<file path="src/rtl/multicycle_controller_pkg.sv">
// -----------------------------------------------------------------------------
// multicycle_pkg
// Shared constants for the multi-cycle LEGv8 control FSM. It holds the state
// encodings, the opcode patterns with their don't-care masks, the ALU operand
// and operation encodings, the error codes, and the instruction class type
// produced by the opcode decoder.
// -----------------------------------------------------------------------------
package multicycle_pkg;

  // FSM state encodings. These are also the values presented on state_out.
  localparam logic [3:0] S_FETCH  = 4'd0;
  localparam logic [3:0] S_DECODE = 4'd1;
  localparam logic [3:0] S_EXEC_R = 4'd2;
  localparam logic [3:0] S_WB_R   = 4'd3;
  localparam logic [3:0] S_ADDR   = 4'd4;
  localparam logic [3:0] S_MEM_RD = 4'd5;
  localparam logic [3:0] S_WB_MEM = 4'd6;
  localparam logic [3:0] S_MEM_WR = 4'd7;
  localparam logic [3:0] S_CBZ    = 4'd8;
  localparam logic [3:0] S_BRANCH = 4'd9;
  localparam logic [3:0] S_HALT   = 4'd10;

  // Opcode patterns (instruction bits [31:21]).
  localparam logic [10:0] OP_ADD  = 11'b10001011000;
  localparam logic [10:0] OP_SUB  = 11'b11001011000;
  localparam logic [10:0] OP_AND  = 11'b10001010000;
  localparam logic [10:0] OP_ORR  = 11'b10101010000;
  localparam logic [10:0] OP_LDUR = 11'b11111000010;
  localparam logic [10:0] OP_STUR = 11'b11111000000;
  localparam logic [10:0] OP_HLT  = 11'b11010100010;
  localparam logic [10:0] OP_CBZ  = 11'b10110100000;
  localparam logic [10:0] OP_B    = 11'b00010100000;

  // Mask bits set to 1 are compared; the rest belong to the immediate field.
  localparam logic [10:0] MASK_FULL = 11'b11111111111;
  localparam logic [10:0] MASK_CBZ  = 11'b11111111000;
  localparam logic [10:0] MASK_B    = 11'b11111100000;

  // ALU operand B select.
  localparam logic [1:0] ALUB_REG     = 2'b00;
  localparam logic [1:0] ALUB_FOUR    = 2'b01;
  localparam logic [1:0] ALUB_IMM     = 2'b10;
  localparam logic [1:0] ALUB_IMM_SH2 = 2'b11;

  // ALU operation select.
  localparam logic [1:0] ALUOP_ADD   = 2'b00;
  localparam logic [1:0] ALUOP_PASSB = 2'b01;
  localparam logic [1:0] ALUOP_RTYPE = 2'b10;

  // Halt reasons.
  localparam logic [1:0] ERR_NONE    = 2'b00;
  localparam logic [1:0] ERR_ILLEGAL = 2'b01;
  localparam logic [1:0] ERR_TIMEOUT = 2'b10;

  typedef enum logic [2:0] {
    CLS_R       = 3'd0,
    CLS_LDUR    = 3'd1,
    CLS_STUR    = 3'd2,
    CLS_CBZ     = 3'd3,
    CLS_B       = 3'd4,
    CLS_HLT     = 3'd5,
    CLS_ILLEGAL = 3'd6
  } instr_class_e;

  // True when the opcode equals the pattern on every bit selected by the mask.
  function automatic logic op_match(input logic [10:0] op,
                                    input logic [10:0] pat,
                                    input logic [10:0] mask);
    return ((op & mask) == (pat & mask));
  endfunction

endpackage

</file>
<file path="src/rtl/multicycle_controller_if.sv">
// -----------------------------------------------------------------------------
// multicycle_controller_if
// Bundle of the signals between the control FSM and the datapath.
//   master : the controller (takes opcode/zero/mem_ready, drives controls)
//   slave  : the datapath / environment view of the same signals
// Parameter CNT_W sets the retired-instruction counter width.
// -----------------------------------------------------------------------------
interface multicycle_controller_if #(parameter int CNT_W = 32);

  logic [10:0]      opcode;
  logic             zero;
  logic             mem_ready;

  logic             ir_write;
  logic             pc_write;
  logic             pc_src;
  logic             iord;
  logic             mem_read;
  logic             mem_write;
  logic             reg_write;
  logic             reg2loc;
  logic             alu_src_a;
  logic [1:0]       alu_src_b;
  logic [1:0]       alu_op;
  logic             mem_to_reg;
  logic             halted;
  logic [1:0]       error_code;
  logic [CNT_W-1:0] retired_count;
  logic [3:0]       state_out;

  modport master (
    input  opcode, zero, mem_ready,
    output ir_write, pc_write, pc_src, iord, mem_read, mem_write, reg_write,
           reg2loc, alu_src_a, alu_src_b, alu_op, mem_to_reg, halted,
           error_code, retired_count, state_out
  );

  modport slave (
    output opcode, zero, mem_ready,
    input  ir_write, pc_write, pc_src, iord, mem_read, mem_write, reg_write,
           reg2loc, alu_src_a, alu_src_b, alu_op, mem_to_reg, halted,
           error_code, retired_count, state_out
  );

endinterface

</file>
<file path="src/rtl/multicycle_controller_decode.sv">
// -----------------------------------------------------------------------------
// legv8_opcode_decode
// Combinational classification of instruction bits [31:21].
//   opcode_i : instruction register bits [31:21]
//   class_o  : R, LDUR, STUR, CBZ, B, HLT or ILLEGAL
// -----------------------------------------------------------------------------
module legv8_opcode_decode
  import multicycle_pkg::*;
(
  input  logic [10:0]  opcode_i,
  output instr_class_e class_o
);

  // Opcode to instruction class; anything unrecognised is illegal.
  always_comb begin
    class_o = CLS_ILLEGAL;
    if (op_match(opcode_i, OP_ADD, MASK_FULL) || op_match(opcode_i, OP_SUB, MASK_FULL) ||
        op_match(opcode_i, OP_AND, MASK_FULL) || op_match(opcode_i, OP_ORR, MASK_FULL)) begin
      class_o = CLS_R;
    end else if (op_match(opcode_i, OP_LDUR, MASK_FULL)) begin
      class_o = CLS_LDUR;
    end else if (op_match(opcode_i, OP_STUR, MASK_FULL)) begin
      class_o = CLS_STUR;
    end else if (op_match(opcode_i, OP_CBZ, MASK_CBZ)) begin
      class_o = CLS_CBZ;
    end else if (op_match(opcode_i, OP_B, MASK_B)) begin
      class_o = CLS_B;
    end else if (op_match(opcode_i, OP_HLT, MASK_FULL)) begin
      class_o = CLS_HLT;
    end else begin
      class_o = CLS_ILLEGAL;
    end
  end

endmodule

</file>
<file path="src/rtl/multicycle_controller.sv">
// -----------------------------------------------------------------------------
// multicycle_controller
// Control FSM for a multi-cycle LEGv8 datapath with a unified memory that
// answers through a mem_ready handshake guarded by a timeout.
//   clock : rising-edge system clock
//   reset : asynchronous active-high reset
//   bus   : master side of multicycle_controller_if (opcode/zero/mem_ready in,
//           datapath controls, halted, error_code, retired_count and
//           state_out out)
// Parameters: MEM_TIMEOUT (>= 1) wait cycles allowed per memory access,
//             CNT_W retired-instruction counter width.
// -----------------------------------------------------------------------------
module multicycle_controller
  import multicycle_pkg::*;
#(
  parameter int MEM_TIMEOUT = 16,
  parameter int CNT_W       = 32
) (
  input  logic                    clock,
  input  logic                    reset,
  multicycle_controller_if.master bus
);

  // The counter only needs to reach MEM_TIMEOUT-1: the next miss halts.
  localparam int               TMO_W    = (MEM_TIMEOUT > 1) ? $clog2(MEM_TIMEOUT) : 1;
  localparam logic [TMO_W-1:0] TMO_LAST = TMO_W'(MEM_TIMEOUT - 1);

  logic [3:0]       state_q, state_d;
  logic [TMO_W-1:0] tmo_q, tmo_d;
  logic [1:0]       err_q, err_d;
  logic [CNT_W-1:0] count_q, count_d;
  logic             retire_s;
  logic             mem_expire_s;
  instr_class_e     cls_s;

  logic       ir_write_s, pc_write_s, pc_src_s, iord_s, mem_read_s, mem_write_s;
  logic       reg_write_s, reg2loc_s, alu_src_a_s, mem_to_reg_s, halted_s;
  logic [1:0] alu_src_b_s, alu_op_s;

  legv8_opcode_decode u_decode (
    .opcode_i (bus.opcode),
    .class_o  (cls_s)
  );

  // A waiting access gives up once it has already missed MEM_TIMEOUT-1 cycles.
  assign mem_expire_s = !bus.mem_ready && (tmo_q == TMO_LAST);

  // Next state, timeout counter, halt reason and retire strobe.
  always_comb begin
    state_d  = state_q;
    tmo_d    = '0;          // any state change clears the wait counter
    err_d    = err_q;
    retire_s = 1'b0;
    case (state_q)
      S_FETCH: begin
        if (bus.mem_ready) begin
          state_d = S_DECODE;
        end else if (mem_expire_s) begin
          state_d = S_HALT;
          err_d   = ERR_TIMEOUT;
        end else begin
          tmo_d = tmo_q + TMO_W'(1);
        end
      end
      S_DECODE: begin
        case (cls_s)
          CLS_R:    state_d = S_EXEC_R;
          CLS_LDUR: state_d = S_ADDR;
          CLS_STUR: state_d = S_ADDR;
          CLS_CBZ:  state_d = S_CBZ;
          CLS_B:    state_d = S_BRANCH;
          CLS_HLT: begin
            state_d = S_HALT;
            err_d   = ERR_NONE;
          end
          default: begin
            state_d = S_HALT;
            err_d   = ERR_ILLEGAL;
          end
        endcase
      end
      S_EXEC_R: state_d = S_WB_R;
      S_WB_R: begin
        retire_s = 1'b1;
        state_d  = S_FETCH;
      end
      S_ADDR: begin
        // The instruction register still holds the memory opcode here.
        if (cls_s == CLS_LDUR) begin
          state_d = S_MEM_RD;
        end else if (cls_s == CLS_STUR) begin
          state_d = S_MEM_WR;
        end else begin
          state_d = S_HALT;
          err_d   = ERR_ILLEGAL;
        end
      end
      S_MEM_RD: begin
        if (bus.mem_ready) begin
          state_d = S_WB_MEM;
        end else if (mem_expire_s) begin
          state_d = S_HALT;
          err_d   = ERR_TIMEOUT;
        end else begin
          tmo_d = tmo_q + TMO_W'(1);
        end
      end
      S_WB_MEM: begin
        retire_s = 1'b1;
        state_d  = S_FETCH;
      end
      S_MEM_WR: begin
        if (bus.mem_ready) begin
          retire_s = 1'b1;
          state_d  = S_FETCH;
        end else if (mem_expire_s) begin
          state_d = S_HALT;
          err_d   = ERR_TIMEOUT;
        end else begin
          tmo_d = tmo_q + TMO_W'(1);
        end
      end
      S_CBZ: begin
        retire_s = 1'b1;
        state_d  = S_FETCH;
      end
      S_BRANCH: begin
        retire_s = 1'b1;
        state_d  = S_FETCH;
      end
      S_HALT: state_d = S_HALT;
      default: begin
        // Unused encodings are treated as corruption and stop the machine.
        state_d = S_HALT;
        err_d   = ERR_ILLEGAL;
      end
    endcase
  end

  // Retired-instruction counter, wrapping naturally at 2^CNT_W.
  always_comb begin
    if (retire_s) begin
      count_d = count_q + CNT_W'(1);
    end else begin
      count_d = count_q;
    end
  end

  // State and status registers.
  always_ff @(posedge clock or posedge reset) begin
    if (reset) begin
      state_q <= S_FETCH;
      tmo_q   <= '0;
      err_q   <= ERR_NONE;
      count_q <= '0;
    end else begin
      state_q <= state_d;
      tmo_q   <= tmo_d;
      err_q   <= err_d;
      count_q <= count_d;
    end
  end

  // Moore control decode; FETCH and CBZ carry the only input-gated strobes.
  // Reset forces every control low at once so no write can slip through.
  always_comb begin
    ir_write_s   = 1'b0;
    pc_write_s   = 1'b0;
    pc_src_s     = 1'b0;
    iord_s       = 1'b0;
    mem_read_s   = 1'b0;
    mem_write_s  = 1'b0;
    reg_write_s  = 1'b0;
    reg2loc_s    = 1'b0;
    alu_src_a_s  = 1'b0;
    alu_src_b_s  = ALUB_REG;
    alu_op_s     = ALUOP_ADD;
    mem_to_reg_s = 1'b0;
    halted_s     = 1'b0;
    if (reset) begin
      halted_s = 1'b0;
    end else begin
      case (state_q)
        S_FETCH: begin
          mem_read_s  = 1'b1;
          alu_src_b_s = ALUB_FOUR;
          ir_write_s  = bus.mem_ready;
          pc_write_s  = bus.mem_ready;
        end
        S_DECODE: begin
          alu_src_b_s = ALUB_IMM_SH2;
          reg2loc_s   = (cls_s == CLS_STUR) || (cls_s == CLS_CBZ);
        end
        S_EXEC_R: begin
          alu_src_a_s = 1'b1;
          alu_op_s    = ALUOP_RTYPE;
        end
        S_WB_R: reg_write_s = 1'b1;
        S_ADDR: begin
          alu_src_a_s = 1'b1;
          alu_src_b_s = ALUB_IMM;
        end
        S_MEM_RD: begin
          iord_s     = 1'b1;
          mem_read_s = 1'b1;
        end
        S_WB_MEM: begin
          reg_write_s  = 1'b1;
          mem_to_reg_s = 1'b1;
        end
        S_MEM_WR: begin
          iord_s      = 1'b1;
          mem_write_s = 1'b1;
          reg2loc_s   = 1'b1;
        end
        S_CBZ: begin
          reg2loc_s   = 1'b1;
          alu_src_a_s = 1'b1;
          alu_op_s    = ALUOP_PASSB;
          pc_src_s    = 1'b1;
          pc_write_s  = bus.zero;
        end
        S_BRANCH: begin
          pc_src_s   = 1'b1;
          pc_write_s = 1'b1;
        end
        S_HALT: halted_s = 1'b1;
        default: halted_s = 1'b0;
      endcase
    end
  end

  assign bus.ir_write      = ir_write_s;
  assign bus.pc_write      = pc_write_s;
  assign bus.pc_src        = pc_src_s;
  assign bus.iord          = iord_s;
  assign bus.mem_read      = mem_read_s;
  assign bus.mem_write     = mem_write_s;
  assign bus.reg_write     = reg_write_s;
  assign bus.reg2loc       = reg2loc_s;
  assign bus.alu_src_a     = alu_src_a_s;
  assign bus.alu_src_b     = alu_src_b_s;
  assign bus.alu_op        = alu_op_s;
  assign bus.mem_to_reg    = mem_to_reg_s;
  assign bus.halted        = halted_s;
  assign bus.error_code    = err_q;
  assign bus.retired_count = count_q;
  assign bus.state_out     = state_q;

endmodule

</file>
<file path="src/flat_wrapper.sv">
// flat-port wrapper written by rule: the top's interface ports become plain ports
module multicycle_controller_flat import multicycle_pkg::*;
#(
  parameter int MEM_TIMEOUT = 16,
  parameter int CNT_W       = 32
)
  (clock, reset, bus_opcode, bus_zero, bus_mem_ready, bus_ir_write, bus_pc_write, bus_pc_src, bus_iord, bus_mem_read, bus_mem_write, bus_reg_write, bus_reg2loc, bus_alu_src_a, bus_alu_src_b, bus_alu_op, bus_mem_to_reg, bus_halted, bus_error_code, bus_retired_count, bus_state_out);
  multicycle_controller_if #(.CNT_W(CNT_W)) bus_i ();
  input  logic clock;
  input  logic reset;
  input wire logic [$bits(bus_i.opcode)-1:0] bus_opcode;
  input wire logic [$bits(bus_i.zero)-1:0] bus_zero;
  input wire logic [$bits(bus_i.mem_ready)-1:0] bus_mem_ready;
  output wire logic [$bits(bus_i.ir_write)-1:0] bus_ir_write;
  output wire logic [$bits(bus_i.pc_write)-1:0] bus_pc_write;
  output wire logic [$bits(bus_i.pc_src)-1:0] bus_pc_src;
  output wire logic [$bits(bus_i.iord)-1:0] bus_iord;
  output wire logic [$bits(bus_i.mem_read)-1:0] bus_mem_read;
  output wire logic [$bits(bus_i.mem_write)-1:0] bus_mem_write;
  output wire logic [$bits(bus_i.reg_write)-1:0] bus_reg_write;
  output wire logic [$bits(bus_i.reg2loc)-1:0] bus_reg2loc;
  output wire logic [$bits(bus_i.alu_src_a)-1:0] bus_alu_src_a;
  output wire logic [$bits(bus_i.alu_src_b)-1:0] bus_alu_src_b;
  output wire logic [$bits(bus_i.alu_op)-1:0] bus_alu_op;
  output wire logic [$bits(bus_i.mem_to_reg)-1:0] bus_mem_to_reg;
  output wire logic [$bits(bus_i.halted)-1:0] bus_halted;
  output wire logic [$bits(bus_i.error_code)-1:0] bus_error_code;
  output wire logic [$bits(bus_i.retired_count)-1:0] bus_retired_count;
  output wire logic [$bits(bus_i.state_out)-1:0] bus_state_out;
  assign bus_i.opcode = bus_opcode;
  assign bus_i.zero = bus_zero;
  assign bus_i.mem_ready = bus_mem_ready;
  assign bus_ir_write = bus_i.ir_write;
  assign bus_pc_write = bus_i.pc_write;
  assign bus_pc_src = bus_i.pc_src;
  assign bus_iord = bus_i.iord;
  assign bus_mem_read = bus_i.mem_read;
  assign bus_mem_write = bus_i.mem_write;
  assign bus_reg_write = bus_i.reg_write;
  assign bus_reg2loc = bus_i.reg2loc;
  assign bus_alu_src_a = bus_i.alu_src_a;
  assign bus_alu_src_b = bus_i.alu_src_b;
  assign bus_alu_op = bus_i.alu_op;
  assign bus_mem_to_reg = bus_i.mem_to_reg;
  assign bus_halted = bus_i.halted;
  assign bus_error_code = bus_i.error_code;
  assign bus_retired_count = bus_i.retired_count;
  assign bus_state_out = bus_i.state_out;
  multicycle_controller #(.MEM_TIMEOUT(MEM_TIMEOUT), .CNT_W(CNT_W)) u_core (.clock(clock), .reset(reset), .bus(bus_i));
endmodule
</file>
<file path="config.mk">
export PLATFORM = sky130hd
export DESIGN_NAME = multicycle_controller_flat
export DESIGN_NICKNAME = d
export VERILOG_FILES = /design/src/rtl/multicycle_controller_pkg.sv /design/src/rtl/multicycle_controller_if.sv /design/src/rtl/multicycle_controller_decode.sv /design/src/rtl/multicycle_controller.sv /design/src/flat_wrapper.sv
export SDC_FILE = /design/constraint.sdc
export NUM_CORES = 1
export LEC_CHECK = 0
export ABC_AREA = 1
export BUFFER_PORTS_ARGS = -buffer_cell sky130_fd_sc_hd__buf_2
export CORE_AREA = 8 8 85 87
export CTS_BUF_LIST = sky130_fd_sc_hd__clkbuf_8
export DETAILED_ROUTE_END_ITERATION = 16
export DIE_AREA = 0 0 93 95
export PLACE_DENSITY_LB_ADDON = 0.05
export SYNTH_ARGS = -nofsm -noshare
export SYNTH_HDL_FRONTEND = slang
export SYNTH_HIERARCHICAL = 1
export SYNTH_SLANG_ARGS = --single-unit
</file>
<file path="constraint.sdc">
create_clock -name clock -period 3.8 [get_ports clock]
set_clock_uncertainty 0.15 [all_clocks]
set_input_delay 0.19 -clock clock [delete_from_list [all_inputs] [get_ports clock]]
set_output_delay 0.19 -clock clock [all_outputs]
set_load 0.05 [all_outputs]
</file>
## Word-level counts from Yosys, hierarchy flattened

Index checks and enable logic that the tools add are counted.

- Register bits after elaboration: 42

- Add/sub/neg operators: 2
- Equal/unequal tests: 30
- Mux-type cells: 51
- Bitwise logic cells: 1
- Reductions and logical operators: 20

Operators by type and width:

| operator | number |
|---|---|
| equality test 11 bit (second input constant) | 7 |
| two-way mux 4 bit | 9 |
| adder 32 x 1 -> 32 bit (second input constant) | 1 |
| case mux 4 bit (7 select lines) | 1 |
| two-way mux 1 bit | 21 |
| equality test 4 x 3 -> 1 bit (second input constant) | 4 |
| equality test 4 bit (second input constant) | 4 |
| two-way mux 2 bit | 8 |
| case mux 4 bit (4 select lines) | 1 |
| two-way mux 3 bit | 4 |
| OR reduction 2 bit | 6 |
| equality test 4 x 2 -> 1 bit (second input constant) | 2 |
| equality test 8 bit (second input constant) | 1 |
| inequality test 2 bit (second input constant) | 4 |
| case mux 2 bit (2 select lines) | 2 |
| case mux 2 bit (4 select lines) | 1 |
| equality test 3 x 2 -> 1 bit (second input constant) | 2 |
| equality test 3 bit (second input constant) | 2 |
| equality test 6 x 3 -> 1 bit (second input constant) | 1 |
| case mux 2 bit (3 select lines) | 1 |
| AND reduction 6 bit | 1 |
| OR reduction 3 bit | 2 |
| OR reduction 6 bit | 1 |
| OR reduction 5 bit | 1 |
| 13 further kinds | 17 |

## Depth between registers and ports, before layout

- Depth after elaboration: 11
- Mapped depth: 14

## By module

The synthesis kept the hierarchy.

By module, submodules not included:

| module | instances | cells each | area an instance (µm²) |
|---|---|---|---|
| multicycle_controller | 1 | 466 | 2935.3 |
| legv8_opcode_decode | 1 | 47 | 211.5 |

## Least setup slack after synthesis

No wires, ideal clock.

- Kind: reg2out
- Start: register u_core.state_q[1] (netlist: u_core/bus.state_out[1])
- End: output bus_pc_write
- Data arrival time: 2513 ps
- Data required time: 3460 ps
- Path slack: 947 ps
- Cell stages (with the launch flop): 7
- Path buffers: 1
- Cell sequence: dfrtp_1 -> buf_6 -> nor2_1 -> nand2_1 -> nor2_1 -> o21ai_0 -> o21ai_0

- Word-level cells in the longest chain between the ends: 3

RTL lines:

| item | line | RTL |
|---|---|---|
| start, declared | multicycle_controller.sv:28 | `logic [3:0] state_q, state_d;` |
| start signal, assigned | multicycle_controller.sv:157 | `state_q <= state_d;` |
| equality test 4 bit or logical NOT 4 bit (tied branches) | multicycle_controller.sv:183 | `case (state_q)` |
| case mux 1 bit (3 select lines) * | multicycle_controller.sv:183 |  |
| two-way mux 1 bit * | multicycle_controller.sv:180 | `if (reset) begin` |
| end, declared | flat_wrapper.sv:15 | `output wire logic [$bits(bus_i.pc_write)-1:0] bus_pc_write;` |

Mark *: on every way between the ends. The rest lies on a longest branch, timed or not.

## Worst setup path after layout

- Start: register u_core.state_q[3] (netlist: u_core/bus.state_out[3])
- End: output bus_reg2loc

- Word-level cells in the longest chain between the ends: 4

RTL lines:

| item | line | RTL |
|---|---|---|
| equality test 4 x 3 -> 1 bit or equality test 4 bit (tied branches) | multicycle_controller.sv:183 |  |
| OR reduction 2 bit (no source line) | n/a |  |
| case mux 1 bit (2 select lines) * | multicycle_controller.sv:183 |  |
| two-way mux 1 bit * | multicycle_controller.sv:180 |  |
| end, declared | flat_wrapper.sv:21 | `output wire logic [$bits(bus_i.reg2loc)-1:0] bus_reg2loc;` |

Marked as above.

==> flow_summary.rst <==
.. list-table::
   :header-rows: 1

   * - Metric
     - Value
   * - Antenna Diode Count
     - 0
   * - Hold_buf cts
     - 0
   * - Slack of the worst reg-to-reg path
     - 1.69 ns
   * - GRT Max-Usage Layer
     - met2
   * - PnR Total Power
     - 1.93 mW
   * - Global-route track usage on met3
     - 4.44%
   * - Via count of the first global-routing pass
     - 3242
   * - Mean number of vias per cell
     - 5.17
   * - Portion of synthesized cell area occupied by the leading cell type
     - 33.4%
   * - Worst ir drop on vdd
     - 0.478 mV
   * - CP Data Required Time
     - 3.46 ns
   * - Power Density
     - 533 mW/mm2
   * - Startpoint of the lowest-slack register-to-register path
     - u_core/bus.state_out[1]
   * - CP max FO
     - 6
   * - Leading post-synthesis cells by cell area
     - sky130_fd_sc_hd__dfrtp_1 33%, sky130_fd_sc_hd__nand2_1 22%, sky130_fd_sc_hd__nor2_1 12%, sky130_fd_sc_hd__inv_1 6.9%, sky130_fd_sc_hd__nand3_1 6.8%
   * - Placed wire-length estimate after detailed placement
     - 6.69 mm
   * - Net Sw Frac
     - 52.7%
   * - Total number of clock tree sinks
     - 42
   * - Number of cell instances on the worst register-to-register path
     - 7
   * - Clock latency reported for the late side of the worst-skew pair
     - 0.30 ns
   * - Average instance area after synthesis
     - 6.13 um2
   * - Slew headroom
     - 41.1%
   * - Final ANT Viol Nets
     - 0
   * - Total routing usage reported by global routing
     - 19.9%
   * - Area of the mapped netlist
     - 0.00315 mm2
   * - Starting density of the core
     - 54.1%
   * - Largest buffer count on any clock path
     - 2
   * - Final standard cell count with taps included and fillers excluded
     - 656
   * - Flops & latches, synth
     - 42
   * - Worst-path cell chain
     - nor2_1 -> nand2_1 -> inv_1 -> nand3_1 -> a31oi_1 -> buf_2
   * - H-tree Lvls
     - 2
   * - Sequential fraction of the synthesis area
     - 33.4%
   * - Pins over their slew limit
     - 0
   * - Global placer's final weighted congestion
     - 0.923
   * - Minimum clock period after layout
     - 2.22 ns
   * - Accumulated negative setup slack
     - 0 ns
   * - Critical path data arrival time
     - 1.88 ns
   * - Met2 Usage GRT
     - 35.1%
   * - Total Routed Length
     - 8.64 mm
   * - Post CTS Setup Buffer Count
     - 0
   * - Total clock buffers created by CTS
     - 5
   * - Count of instances resized after the clock tree is built
     - 0
   * - Critical path type
     - reg -> out
   * - Total cell area at the placement stage
     - 0.00352 mm2
   * - Worst Tran Pin Value
     - 0.883 ns
   * - Final non-filler cell area
     - 0.00362 mm2
   * - CP Launch Type
     - register
   * - Die area
     - 0.00884 mm2
   * - Leakage Power
     - 1.86 nW
   * - Boundary Pins
     - 68
   * - Finished Core Util
     - 62.3%
   * - Overflow left after global routing
     - 0
   * - Internal power summed over all cells
     - 914 uW
   * - Path type of the worst min-delay path
     - in -> async
   * - Proportion of layout cells with a drive suffix above 1
     - 17.2%
   * - Share of total power in sequential cells
     - 30.9%
   * - Floorplan die height
     - 95 um
   * - TritonRoute pass-1 iters
     - 5
   * - Syn Inst Count
     - 513
   * - Final hold violation count
     - 0
   * - Worst-case setup slack after placement
     - 1.68 ns
   * - Most common library cell in the layout ignoring fill and taps
     - sky130_fd_sc_hd__nand2_1
   * - Clock Tree Root
     - sky130_fd_sc_hd__clkbuf_8
   * - Post-synth top area cell
     - sky130_fd_sc_hd__dfrtp_1
   * - CP peak stage delay
     - 0.47 ns
   * - Category of the worst setup path capture point
     - output pin
   * - TritonCTS clock tree
     - yes
   * - Number of filler cells placed in the layout
     - 616
   * - Area growth, synth to finish
     - 15.1%
   * - Met1 track demand over resource
     - 22.4%
   * - Placed insts
     - 648
   * - FP Rows
     - 28
   * - Capture point of the worst reg-to-reg path
     - u_core/bus.retired_count[10]
   * - Combinational power share
     - 51.0%
   * - Setup repair after global routing missed its margin
     - no
   * - DRC violation count after routing
     - 0
   * - Vias after detailed routing
     - 3394
   * - CTS clock-pin slew for the worst setup and hold paths
     - 0.08 ns
   * - Number of nets in the final layout
     - 597
   * - Worst-case setup margin in the final layout
     - 1.58 ns
   * - Largest net degree at the start of global routing
     - 43
   * - Share of power burned in the clock network
     - 18.2%
   * - Per-cell routed wire length
     - 13.2 um
   * - Outcome
     - finished, final reports clean
   * - Yosys warning total
     - 6
   * - Wire length of the first global-routing pass
     - 14.4 mm
   * - Area of the core
     - 0.00582 mm2
   * - Antenna violations before repair
     - 0
   * - Maximum clock rate
     - 451 MHz
   * - X dimension of the die
     - 93 um
   * - Crit-path slowest cell
     - sky130_fd_sc_hd__dfrtp_1
   * - Total of buffers placed on input and output ports
     - 67
   * - Number of maximum-capacitance constraint violations
     - 0
   * - Initial DRC count
     - 170
   * - Top library cells by usage in the layout, fill and taps aside
     - 188 x sky130_fd_sc_hd__nand2_1, 98 x sky130_fd_sc_hd__nor2_1, 67 x sky130_fd_sc_hd__buf_2, 59 x sky130_fd_sc_hd__inv_1, 43 x sky130_fd_sc_hd__nand3_1
   * - Switching Power
     - 1.02 mW
   * - Count of final setup violators
     - 0
   * - Post-Synthesis Net Count
     - 530
   * - Worst slack on hold paths
     - 0.00480 ns
   * - Post-route fraction of the period consumed by the critical path
     - 58.3%
   * - Distinct cell type count after synthesis
     - 29
==> worst max path at each step <==
stage	start	endpoint	slack (ns)	cells past startpoint
floorplan	u_core/bus.state_out[1]	bus_pc_write	0.95	6
global placement	u_core/bus.state_out[1]	u_core/bus.retired_count[10]	1.71	7
detailed placement	u_core/bus.state_out[1]	u_core/bus.retired_count[10]	1.68	7
CTS	u_core/bus.state_out[3]	bus_reg2loc	1.59	6
global route	u_core/bus.state_out[0]	bus_reg2loc	1.36	7
finish	u_core/bus.state_out[3]	bus_reg2loc	1.58	6
==> final cells by class <==
cell class / count / area, um2 / share of cell area, %
Multi-Input combinational cell: 401 / 1800 / 49.6
Sequential cell: 42 / 1050 / 29.0
Timing Repair Buffer: 68 / 343 / 9.46
Inverter: 62 / 233 / 6.42
Tap cell: 75 / 93.8 / 2.59
Clock buffer: 5 / 68.8 / 1.90
Clock inverter: 3 / 37.5 / 1.04
==> routing by layer <==
metal	up-vias	wire length (um)
met5	-	0
met4	0	293
met3	22	467
met2	106	4190
met1	1536	3690
li1	1730	-
==> cells by family after synthesis <==
kind of cell             synth area share, %
AO/OA/AOI/OAI                           3.82
XOR/XNOR                                1.39
adder cells (fa/ha/maj)                0.795
buffers and inverters                   9.50
flip-flops                              33.4
AND/OR/NAND/NOR                         51.1
==> state kept, by name, summed over array words and instances (netlist names) <==
signal and count:
u_core/bus.retired_count 32, u_core/bus.state_out 4, u_core/bus.error_code 2, u_core/tmo_q 4
==> Yosys cell counts, drive strengths merged <==
library cell,count
ha,2
nand3,47
nand3b,5
a211oi,1
dfrtp,42
nor3,4
nor2,112
xor2,5
clkbuf,1
clkinv,1
inv,61
o21ai,14
nand4,9
nand2,192
a31oi,1
a21oi,6
nor3b,2
buf,7
o22ai,1
==> critical path: cells and delay by family, from the launching register on <==
kind	cells	cell delay [ns]
DFF	1	0.47
buffers and inverters	2	0.42
and+or+nand+nor	3	0.55
AOI/OAI and AO/OA	1	0.14
==> power by group through the flow <==
stage          Clock (mW)  Combinational [mW]  Sequential (mW)
2_1_floorplan           0               0.655            0.763
3_3_place_gp            0               0.983            0.602
3_5_place_dp            0               0.983            0.604
4_1_cts             0.358               0.986            0.596
5_1_grt             0.375                1.07            0.609
6_report            0.351               0.983            0.595
(Power assumes the default switching activity.)
